**src/rtl/cla_pkg.sv**
```systemverilog
// cla_pkg: shared state encoding, default width and divide-by-zero quotient helper
// for the carry-lookahead sequential divider.
package cla_pkg;

    localparam int DEF_WIDTH = 8;

    typedef enum logic [1:0] {IDLE, CALC, FIN} state_e;

    function automatic logic [31:0] all_ones(input int w);
        return (w >= 32) ? 32'hFFFF_FFFF : (32'h1 << w) - 32'h1;
    endfunction

endpackage

```
**src/rtl/cla_sub_w.sv**
```systemverilog
// cla_sub_w: W-bit carry-lookahead subtractor computing a + ~b + 1;
// borrow_n_o high means a >= b.
module cla_sub_w #(
    parameter int W = 9
) (
    input  logic [W-1:0] a_i,
    input  logic [W-1:0] b_i,
    output logic [W-1:0] diff_o,
    output logic         borrow_n_o
);
    logic [W-1:0] g, p;
    logic [W:0]   c;
    logic         acc, cy;

    assign g = a_i & ~b_i;
    assign p = a_i ^ ~b_i;

    // Each carry is the flattened sum-of-products over all lower generates plus c_in=1.
    always_comb begin
        c   = '0;
        acc = 1'b0;
        cy  = 1'b0;
        c[0] = 1'b1;
        for (int i = 0; i < W; i++) begin
            acc = 1'b1;
            cy  = 1'b0;
            for (int j = i; j >= 0; j--) begin
                cy  = cy | (acc & g[j]);
                acc = acc & p[j];
            end
            c[i+1] = cy | acc;
        end
    end

    assign diff_o     = p ^ c[W-1:0];
    assign borrow_n_o = c[W];

endmodule

```
**src/rtl/cla_seq_div.sv**
```systemverilog
// cla_seq_div: iterative restoring divider, one quotient bit per cycle via cla_sub_w.
// Define CLA_SEQ_DIV_SIGNED_EN for two's complement operands (one extra fix-up cycle).
module cla_seq_div
    import cla_pkg::*;
#(
    parameter  int WIDTH = DEF_WIDTH,
    localparam int CNT_W = $clog2(WIDTH + 1)
) (
    input  logic             clk,
    input  logic             rst_n,
    input  logic             start,
    input  logic [WIDTH-1:0] dividend,
    input  logic [WIDTH-1:0] divisor,
    output logic             busy,
    output logic             done,
    output logic [WIDTH-1:0] quotient,
    output logic [WIDTH-1:0] remainder,
    output logic             div_zero
);
    state_e           state_q, state_d;
    logic [CNT_W-1:0] cnt_q, cnt_d;
    logic [WIDTH-1:0] r_q, r_d, q_q, q_d, dvs_q, dvs_d;
    logic [WIDTH-1:0] quo_q, quo_d, rem_q, rem_d;
    logic             dz_q, dz_d, dzo_q, dzo_d, busy_q, busy_d, done_q, done_d;
    logic [WIDTH:0]   sh, diff;
    logic [WIDTH-1:0] a_mag, b_mag;
    logic             borrow_n, take, fin_go;

`ifdef CLA_SEQ_DIV_SIGNED_EN
    logic qneg_q, qneg_d, rneg_q, rneg_d, fix_q, fix_d;
    assign a_mag  = dividend[WIDTH-1] ? -dividend : dividend;
    assign b_mag  = divisor[WIDTH-1] ? -divisor : divisor;
    assign fin_go = fix_q;
`else
    assign a_mag  = dividend;
    assign b_mag  = divisor;
    assign fin_go = 1'b1;
`endif

    assign sh = {r_q, q_q[WIDTH-1]};

    cla_sub_w #(.W(WIDTH + 1)) u_sub (
        .a_i       (sh),
        .b_i       ({1'b0, dvs_q}),
        .diff_o    (diff),
        .borrow_n_o(borrow_n)
    );

    // An accepted trial always fits in WIDTH bits; the MSB term keeps that explicit.
    assign take = borrow_n & ~diff[WIDTH];

    always_comb begin
        state_d = state_q;
        cnt_d   = cnt_q;
        r_d     = r_q;
        q_d     = q_q;
        dvs_d   = dvs_q;
        quo_d   = quo_q;
        rem_d   = rem_q;
        dz_d    = dz_q;
        dzo_d   = dzo_q;
        busy_d  = busy_q;
        done_d  = 1'b0;
`ifdef CLA_SEQ_DIV_SIGNED_EN
        qneg_d  = qneg_q;
        rneg_d  = rneg_q;
        fix_d   = fix_q;
`endif
        case (state_q)
            IDLE: begin
                if (start && !done_q) begin
                    if (divisor == '0) begin
                        state_d = FIN;
                        q_d     = WIDTH'(all_ones(WIDTH));
                        r_d     = dividend;
                        dz_d    = 1'b1;
`ifdef CLA_SEQ_DIV_SIGNED_EN
                        fix_d   = 1'b1;
`endif
                    end else begin
                        state_d = CALC;
                        busy_d  = 1'b1;
                        dvs_d   = b_mag;
                        q_d     = a_mag;
                        r_d     = '0;
                        cnt_d   = CNT_W'(WIDTH);
                        dz_d    = 1'b0;
`ifdef CLA_SEQ_DIV_SIGNED_EN
                        qneg_d  = dividend[WIDTH-1] ^ divisor[WIDTH-1];
                        rneg_d  = dividend[WIDTH-1];
                        fix_d   = 1'b0;
`endif
                    end
                end
            end
            CALC: begin
                cnt_d   = cnt_q - CNT_W'(1);
                r_d     = take ? diff[WIDTH-1:0] : sh[WIDTH-1:0];
                q_d     = {q_q[WIDTH-2:0], take};
                state_d = (cnt_q == CNT_W'(1)) ? FIN : CALC;
            end
            FIN: begin
                if (fin_go) begin
                    state_d = IDLE;
                    busy_d  = 1'b0;
                    done_d  = 1'b1;
                    quo_d   = q_q;
                    rem_d   = r_q;
                    dzo_d   = dz_q;
                end
`ifdef CLA_SEQ_DIV_SIGNED_EN
                else begin
                    fix_d = 1'b1;
                    q_d   = qneg_q ? -q_q : q_q;
                    r_d   = rneg_q ? -r_q : r_q;
                end
`endif
            end
            default: state_d = IDLE;
        endcase
    end

    always_ff @(posedge clk or negedge rst_n) begin
        if (!rst_n) begin
            state_q <= IDLE;
            cnt_q   <= '0;
            r_q     <= '0;
            q_q     <= '0;
            dvs_q   <= '0;
            quo_q   <= '0;
            rem_q   <= '0;
            dz_q    <= 1'b0;
            dzo_q   <= 1'b0;
            busy_q  <= 1'b0;
            done_q  <= 1'b0;
        end else begin
            state_q <= state_d;
            cnt_q   <= cnt_d;
            r_q     <= r_d;
            q_q     <= q_d;
            dvs_q   <= dvs_d;
            quo_q   <= quo_d;
            rem_q   <= rem_d;
            dz_q    <= dz_d;
            dzo_q   <= dzo_d;
            busy_q  <= busy_d;
            done_q  <= done_d;
        end
    end

`ifdef CLA_SEQ_DIV_SIGNED_EN
    always_ff @(posedge clk or negedge rst_n) begin
        if (!rst_n) begin
            qneg_q <= 1'b0;
            rneg_q <= 1'b0;
            fix_q  <= 1'b0;
        end else begin
            qneg_q <= qneg_d;
            rneg_q <= rneg_d;
            fix_q  <= fix_d;
        end
    end
`endif

    assign busy      = busy_q;
    assign done      = done_q;
    assign quotient  = quo_q;
    assign remainder = rem_q;
    assign div_zero  = dzo_q;

endmodule

```
**config.mk**
```make
export PLATFORM = sky130hd
export DESIGN_NAME = cla_seq_div
export DESIGN_NICKNAME = d
export VERILOG_FILES = /design/src/rtl/cla_pkg.sv /design/src/rtl/cla_sub_w.sv /design/src/rtl/cla_seq_div.sv
export SDC_FILE = /design/constraint.sdc
export NUM_CORES = 1
export LEC_CHECK = 0
export CORE_MARGIN = 1.5
export CORE_UTILIZATION = 45
export CTS_CLUSTER_DIAMETER = 120
export DETAILED_ROUTE_END_ITERATION = 10
export PLACE_DENSITY_LB_ADDON = 0.12
export REMOVE_ABC_BUFFERS = 1
export SYNTH_ARGS = -nofsm -noshare
export SYNTH_HDL_FRONTEND = slang
export SYNTH_SLANG_ARGS = --single-unit
```
**constraint.sdc**
```tcl
create_clock -name clk -period 2.85 [get_ports clk]
set_clock_uncertainty 0.15 [all_clocks]
set_input_delay 0.57 -clock clk [delete_from_list [all_inputs] [get_ports clk]]
set_output_delay 0.57 -clock clk [all_outputs]
set_load 0.05 [all_outputs]
```
# After elaboration in Yosys (flattened, before gate mapping)
# Cells that the tools add are included.
[totals]
ff_bits = 50
in_bits = 19
output_inout_bits = 19
elab_cells = 171
[op_classes]
n_addsub = 1
n_eq_ne = 5
mux = 19
n_bitwise = 124
reduce_logical = 11
[ops]
columns = ["op", "count"]
rows = [
  ["1-bit AND", 73],
  ["1-bit OR", 45],
  ["8-bit two-way mux", 5],
  ["8-bit case mux with 2 select lines", 2],
  ["9-bit XOR", 2],
  ["9-bit AND", 1],
  ["8-bit inverter with 9-bit output", 1],
  ["3-bit AND reduction", 3],
  ["8-bit zero test", 1],
  ["4-bit two-way mux", 2],
  ["4-bit case mux with 2 select lines", 1],
  ["2-bit two-way mux", 3],
  ["4-bit by 1-bit == test with 1-bit output, second input constant", 1],
  ["1-bit two-way mux", 4],
  ["2-bit inequality test, second input constant", 2],
  ["2-bit case mux with 2 select lines", 1],
  ["2-bit AND reduction", 2],
  ["2-bit nonzero test", 2],
  ["4-bit by 1-bit subtractor with 4-bit output, second input constant", 1],
  ["2-bit by 1-bit == test with 1-bit output, second input constant", 1],
  ["2-bit == test, second input constant", 1],
  ["2-bit zero test", 1],
  ["1-bit inverter", 2],
  ["1-bit case mux with 2 select lines", 1],
  ["other kinds (2)", 2],
]

# Depth between registers and ports, before layout
# Gate-level depths: netlist of the first run.
[logic_depth]
word_depth = 16
mapped_depth = 8
mapped_depth_nobuf = 7

# By module
# Synthesis of the first run repeated with hierarchy kept, for this count alone.
[unflattened]
hier_cells = 258
hier_area_um2 = 2726.4
[by_module_without_submodules]
columns = ["module", "n_inst", "cells_each", "area_per_inst_um2", "seq_area_each_um2"]
rows = [
  ["cla_seq_div", 1, 200, 2292.2, 1251.2],
  ["cla_sub_w", 1, 58, 434.2, 0.0],
]

# Worst setup path after synthesis of the first run
# OpenSTA, ideal clock, no wires.
[synth_timing]
path_type = "register -> register"
from = "register r_q[5]"
to = "register r_q[1]"
setup_time_ps = 131
arrival_ps = 1951
required_time_ps = 2569
setup_slack_ps = 617
stages_incl_launch_ff = 7
n_path_buf = 0
period_less_slack_ps = 2233
cell_sequence = "dfrtp_1 > ha_1 > a21oi_1 > a21oi_1 > a31oi_1 > a211oi_1 > or3_1"
[synth_between]
elab_chain_len = 15
word_cells_on_any_way = 51
cone_classes = "mux (2); bitwise (49)"
[synth_rtl]
columns = ["element", "line_no", "rtl"]
rows = [
  ["start, declared", "cla_seq_div.sv:22", "logic [WIDTH-1:0] r_q, r_d, q_q, q_d, dvs_q, dvs_d;"],
  ["start signal, assigned", "cla_seq_div.sv:139", "r_q <= r_d;"],
  ["9-bit AND / 9-bit XOR (equally long branches)", "cla_sub_w.sv:15, cla_sub_w.sv:16", ""],
  ["1-bit AND, on equally long branches", "cla_sub_w.sv:28, cla_sub_w.sv:29", ""],
  ["1-bit OR (tied with other cells) (5 in a row)", "cla_sub_w.sv:28", "cy = cy | (acc & g[j]);"],
  ["1-bit OR / 1-bit AND (equally long branches)", "cla_sub_w.sv:28", ""],
  ["1-bit OR", "cla_sub_w.sv:28", ""],
  ["1-bit OR", "cla_sub_w.sv:31", "c[i+1] = cy | acc;"],
  ["9-bit XOR", "cla_sub_w.sv:35", "assign diff_o = p ^ c[W-1:0];"],
  ["1-bit inverter", "cla_seq_div.sv:50", "assign take = borrow_n & ~diff[WIDTH];"],
  ["1-bit AND (*)", "cla_seq_div.sv:50", ""],
  ["8-bit two-way mux (*)", "cla_seq_div.sv:98", "r_d = take ? diff[WIDTH-1:0] : sh[WIDTH-1:0];"],
  ["8-bit case mux with 2 select lines (*)", "cla_seq_div.sv:69", "case (state_q)"],
]
# Mark *: on every way between the ends. The rest lies on a longest branch, timed or not.
# A chain may end at the register's enable or synchronous reset.

# Worst setup path in the final report of the first run
[layout_timing]
from = "register r_q[5]"
to = "register r_q[2]"
# Same word-level chain as after synthesis.

==> results.toml, run 1 <==
[clock_tree]
clock_path_buffers = 2
cts_tree = "built"
post_cts_buffers = 0
clk_latency_ns = 0.31
cts.repair.resized = 0
hold_buffers = 0
cts_root_buf = "clkbuf_8"
path_clk_slew_ns = 0.10
cts_buffers = 5
htree_levels = 2
clock-sinks = 50

[route]
ant_nets = 0
drc = 0
viasPerCell = 5.24
wl_per_cell_um = 14.1
firstDrtPassIters = 4
drt_wl_total_mm = 6.00
first_iter_violations = 130
vias = 2220

[power]
p_sw_share_pct = 47.8
leakage_nw = 1.49
pwr-share-clk_pct = 9.0
power.switching_w = 0.00218
p_int_w = 0.00239
p_comb_share_pct = 62.9
p_seq_share_pct = 28.1
ir_worst_vdd_mv = 0.593
power.density_nw_per_um2 = 1400

[layout]
multi_input_area_sq_um = 1340
areaGrowthSynthToFinish_pct = 21.3
fillers = 532
nets = 379
antenna_cells = 0
ff_latch_area_sq_um = 1250
drive_above_1_share_pct = 9.46

[place]
post-place-ws_ns = 0.189
hpwlAfterDp_mm = 4.45
gp_congestion = 0.820
portBuffers = 37

[timing]
min_period_over_period_pct = 89.7
rsz0062_at_grt = "no"
period_needed_ns = 2.56
worst_slack_ns = 0.293
slew_violations = 0
tightest_slew_ns = 0.619
setup_viol = 0
setup_tns_ns = 0
maxSlewHeadroom_pct = 58.6
hold_viol_final = 0
clock.fmax_mhz = 391

[setup_path]
crit_buf_inv = 0
cp_top_family = "compound AO/OA/AOI/OAI gates"
cp_common_cell = "a21oi_1"
required_ns = 2.89
crit_path_max_incr_delay_ns = 0.45
critical_path_class = "register to register"
start_kind = "register"
worstPathArrival_ns = 2.59
critPathCaptureType = "register"
slowest_stage = "dfrtp_1"
critPathMaxFanout = 6
worstPathCellList = "ha_1, a21oi_1, a21oi_1, a31oi_1, a211oi_1, or3_1"

[worst_hold_path]
hp-class = "primary input to async pin"

[synth]
yosysWarnings = 0
synth-seq-area-share_pct = 46.4
synth-async-reset-ratio_pct = 100
syn_area_sq_um = 2700
yosys_register_bits = 50
synth-edff-count = 0
synth.avg_cell_area_sq_um = 8.75
yosysUniqueCellTypes = 48
synth-main-ff-cell = "dfrtp_1"
syn_inst = 308

[status]
status = "completed"

[floorplanning]
dieArea_sq_um = 6460
fp-row-count = 28
ioPinCount = 38
fp.dieH_um = 80.4
core_region_area_sq_um = 5850
die_w_um = 80.4
start_util_pct = 46.1

[grt]
grt_remaining_overflow = 0
grt.total_usage_pct = 20.6
grt_max_degree = 27
antenna_found_initial = 0
grt_pass1_wl_mm = 10.2
grt_pass1_vias = 2144

[job]
maxCapViolCount = 0
-- logic make-up (layout without fill, tap and decap cells) --
kind of cell	count (synthesis)	after routing	share of synthesized area (%)
xor+xnor	8	8	2.60
flops	50	50	46.4
compound gates	68	68	17.5
simple gates	142	142	23.9
fa+ha+maj	11	11	5.10
mux	1	1	0.418
buf+inv	28	69	4.08
-- Yosys cell counts (2+ instances only) --
master,count,share of area (%)
buf_1,2,0.28
or3_1,3,0.70
clkbuf_1,6,0.84
a211oi_1,4,1.1
nor2b_1,2,0.46
o31ai_1,9,2.5
nand3_1,2,0.37
nor4_1,3,0.70
inv_1,15,2.1
ha_1,11,5.1
and3_2,2,0.56
buf_2,4,0.74
a21oi_1,19,3.5
xnor2_1,4,1.3
o211ai_1,3,0.84
or4_4,2,0.84
o21ai_0,16,3.0
nor3_1,16,3.0
dfrtp_1,50,46
xor2_1,4,1.3
nor2_1,25,3.5
nand2b_1,4,0.93
nand2_1,76,11
a31oi_1,2,0.46
-- per-stage QoR --
stage	hold slack, ns	cell area (sq um)	power (W)	instances	util, %
6_report	0.0927	3270	0.00457	424	55.9
2_1_floorplan	0.124	2650	0.00342	296	-
4_1_cts	0.102	3270	0.00457	424	55.9
5_1_grt	0.121	3270	0.00497	424	55.9
3_3_place_gp	0.308	3190	0.00410	417	54.4
3_5_place_dp	0.313	3190	0.00416	417	54.4
-- worst paths after layout --
check / start / end / slack, ns / cells past startpoint
worst max-delay path: r_q[5] / r_q[2] / 0.29 / 6
worst min-delay path: rst_n / quotient[4] / 0.09 / 1
worst max register to register: r_q[5] / r_q[2] / 0.29 / 6
worst min register to register: quotient[6] / quotient[6] / 0.33 / 2
max in group asynchronous: rst_n / dvs_q[7] / 1.90 / 2
min in group clk: quotient[6] / quotient[6] / 0.33 / 2
-- layout make-up --
class	count	area share (%)
multi-input cells	230	40.8
flip-flops and latches	50	38.3
repair buffers	46	13.6
well taps	75	2.87
clock buffers	5	2.10
inverters	16	1.84
clock inverters	2	0.459
-- state kept, by name, indices dropped and copies added, names as in the netlist, 2 cells and up --
register / count
state_q: 2
quotient: 8
q_q: 8
r_q: 8
dvs_q: 8
remainder: 8
cnt_q: 4
-- placed cells by master (no fill, tap or decap), drive strengths merged, types with 3 or more instances in the layout --
| master | n |
|---|---|
| nand2 | 76 |
| dfrtp | 50 |
| clkdlybuf4s50 | 36 |
| nor2 | 25 |
| a21oi | 20 |
| nor3 | 18 |
| o21ai | 17 |
| inv | 15 |
| ha | 11 |
| o31ai | 10 |
| buf | 10 |
| clkbuf | 5 |
| xor2 | 4 |
| nand2b | 4 |
| a211oi | 4 |
| xnor2 | 4 |
| o211ai | 3 |
| nor4 | 3 |
| or3 | 3 |
-- metal layers --
| layer | GRT usage [%] | part of all wire (%) | up-vias | wire length, um |
|---|---|---|---|---|
| met4 | 6.72 | 1.2 | 0 | 71 |
| li1 | - | - | 1141 | - |
| met1 | 26.9 | 48 | 1019 | 2890 |
| met5 | 0 | 0 | - | 0 |
| met2 | 33.9 | 46 | 54 | 2780 |
| met3 | 4.09 | 4.3 | 6 | 260 |
-- power by group through the flow --
stage / registers (W) / logic [W] / clock network, W
3_5_place_dp: 0.00130 / 0.00286 / 0
6_report: 0.00128 / 0.00287 / 0.000412
3_3_place_gp: 0.00129 / 0.00281 / 0
5_1_grt: 0.00133 / 0.00319 / 0.000451
2_1_floorplan: 0.00155 / 0.00187 / 0
4_1_cts: 0.00128 / 0.00287 / 0.000425
Note: power is estimated with default switching activity, not from simulation.
==> run 2: changes to the inputs <==
--- a/config.mk
+++ b/config.mk
@@ -5,6 +5,7 @@
 export SDC_FILE = /design/constraint.sdc
 export NUM_CORES = 1
 export LEC_CHECK = 0
+export ABC_AREA = 1
 export CORE_MARGIN = 1.5
 export CORE_UTILIZATION = 45
 export CTS_CLUSTER_DIAMETER = 120
==> run 2 against run 1 <==
Area after synthesis is 2.5% higher; maximum frequency is 15% higher; utilization is 0.32 points lower; critical endpoint is now r_q[5]; worst hold slack worse by 0.0018 ns; critical path depth is 8 higher.
==> results.toml, run 2 <==
[status]
status = "completed"

[timing]
min_period_over_period_pct = 77.8
whs_ns = 0.0909
setup_viol = 0
clock.fmax_mhz = 451
hold_viol_final = 0
maxSlewHeadroom_pct = 60.8
period_needed_ns = 2.22
slew_violations = 0
setup_tns_ns = 0
rsz0062_at_grt = "no"
tightest_slew_ns = 0.588

[route]
first_iter_violations = 157
vias = 2304
firstDrtPassIters = 4
drt_wl_total_mm = 5.70
ant_nets = 0
wl_per_cell_um = 12.5
drc = 0
viasPerCell = 5.06

[synth]
yosysWarnings = 0
netlist_top_cells_count = "nand2_1 (64), inv_1 (58), dfrtp_1 (50)"
yosys_register_bits = 50
yosysUniqueCellTypes = 28
synth_top_area_share_pct = 45.3
synth_most_common_cell = "nand2_1"
yosysTopAreaCell = "dfrtp_1"
synth-seq-area-share_pct = 45.3
synthTopCellsByArea = "dfrtp_1 (45%), nand2_1 (8.7%), inv_1 (7.9%)"
syn_area_sq_um = 2760
synth-edff-count = 0
synth.avg_cell_area_sq_um = 8.08
synth-async-reset-ratio_pct = 100
syn_inst = 342
synth-main-ff-cell = "dfrtp_1"

[clock_tree]
hold_buffers = 0
post_cts_buffers = 0
cts_tree = "built"
clk_latency_ns = 0.31
clock_path_buffers = 2
htree_levels = 2
clock-sinks = 50
cts_root_buf = "clkbuf_8"
path_clk_slew_ns = 0.10
cts.repair.resized = 0
cts_buffers = 5

[layout]
fin_util_pct = 55.6
fillers = 578
multi_input_area_sq_um = 1240
areaGrowthSynthToFinish_pct = 19.0
ff_latch_area_sq_um = 1250
antenna_cells = 0
layout_commonest_cell = "nand2_1"
final_area_sq_um = 3290
nets = 409
final_cell_mix = "nand2_1 (64), inv_1 (58), dfrtp_1 (50), nand3_1 (40)"
drive_above_1_share_pct = 7.37

[grt]
antenna_found_initial = 0
grt.total_usage_pct = 19.9
grt_pass1_vias = 2219
grt_remaining_overflow = 0
grt_pass1_wl_mm = 10.1
grt_max_degree = 37

[place]
gp_congestion = 0.796
hpwlAfterDp_mm = 4.29
portBuffers = 37
place_area_sq_um = 3200

[setup_path]
start_kind = "register"
required_ns = 2.91
critPathMaxFanout = 8
critPathCaptureType = "register"
worstPathArrival_ns = 2.28
critical_path_class = "register to register"

[worst_hold_path]
hp-class = "primary input to async pin"

[floorplanning]
ioPinCount = 38
start_util_pct = 46.7
fp-row-count = 28
die_w_um = 81.4
dieArea_sq_um = 6620
fp.dieH_um = 81.4
core_region_area_sq_um = 5920

[job]
maxCapViolCount = 0
## run 2: cells by family after synthesis
kind of cell	synth area share, %
AND/OR/NAND/NOR	26.1
flip-flops	45.3
XOR/XNOR	1.27
buffers and inverters	10.0
adder cells (fa/ha/maj)	4.98
AO/OA/AOI/OAI	12.4
## run 2: layout make-up
type | instances | area share (%)
multi-input cells | 223 | 37.6
clock inverters | 2 | 0.418
clock buffers | 6 | 2.21
well taps | 75 | 2.85
inverters | 59 | 6.73
repair buffers | 40 | 12.2
flip-flops and latches | 50 | 38.0
## run 2: worst max-delay path, cell delays in order (launching register included)
cell     delay, ns
dfrtp_1       0.40
inv_1         0.12
ha_1          0.37
nand3_1       0.12
nand3_2       0.14
nand2_2       0.10
nand2_2       0.06
nand2_4       0.10
nand2_4       0.07
nand2_4       0.11
nand2_4       0.07
nor2_4        0.09
nand2_1       0.06
nand3_1       0.08
nand2_1       0.06
## run 2: path summary, 6_finish.rpt
check	end	start	cells after the start	slack (ns)
max	r_q[5]	q_q[7]	14	0.63
max in group asynchronous	dvs_q[1]	rst_n	2	1.90
min	quotient[2]	rst_n	1	0.09
max reg2reg	r_q[5]	q_q[7]	14	0.63
min in group clk	remainder[5]	remainder[5]	2	0.34
min reg2reg	remainder[5]	remainder[5]	2	0.34
## run 2: through the flow
step                      setup slack (ns)  instances
after floorplan                      0.801        332
after global placement               0.500        447
after detailed placement             0.506        447
after CTS                            0.632        455
after global routing                 0.479        455
final                                0.634        455
## run 2: layer usage
metal,wire (um),GRT usage (%),share of wire [%],vias to the layer above
li1,-,-,-,1186
met1,2860,27.4,50,1052
met2,2490,31.2,44,58
met3,263,3.71,4.6,8
met4,89,7.24,1.6,0
met5,0,0,0,-
Power of run 2 is left out: the tool's default activity adds up to more than one toggle a clock period on the data nets, which glitch-free logic cannot reach.
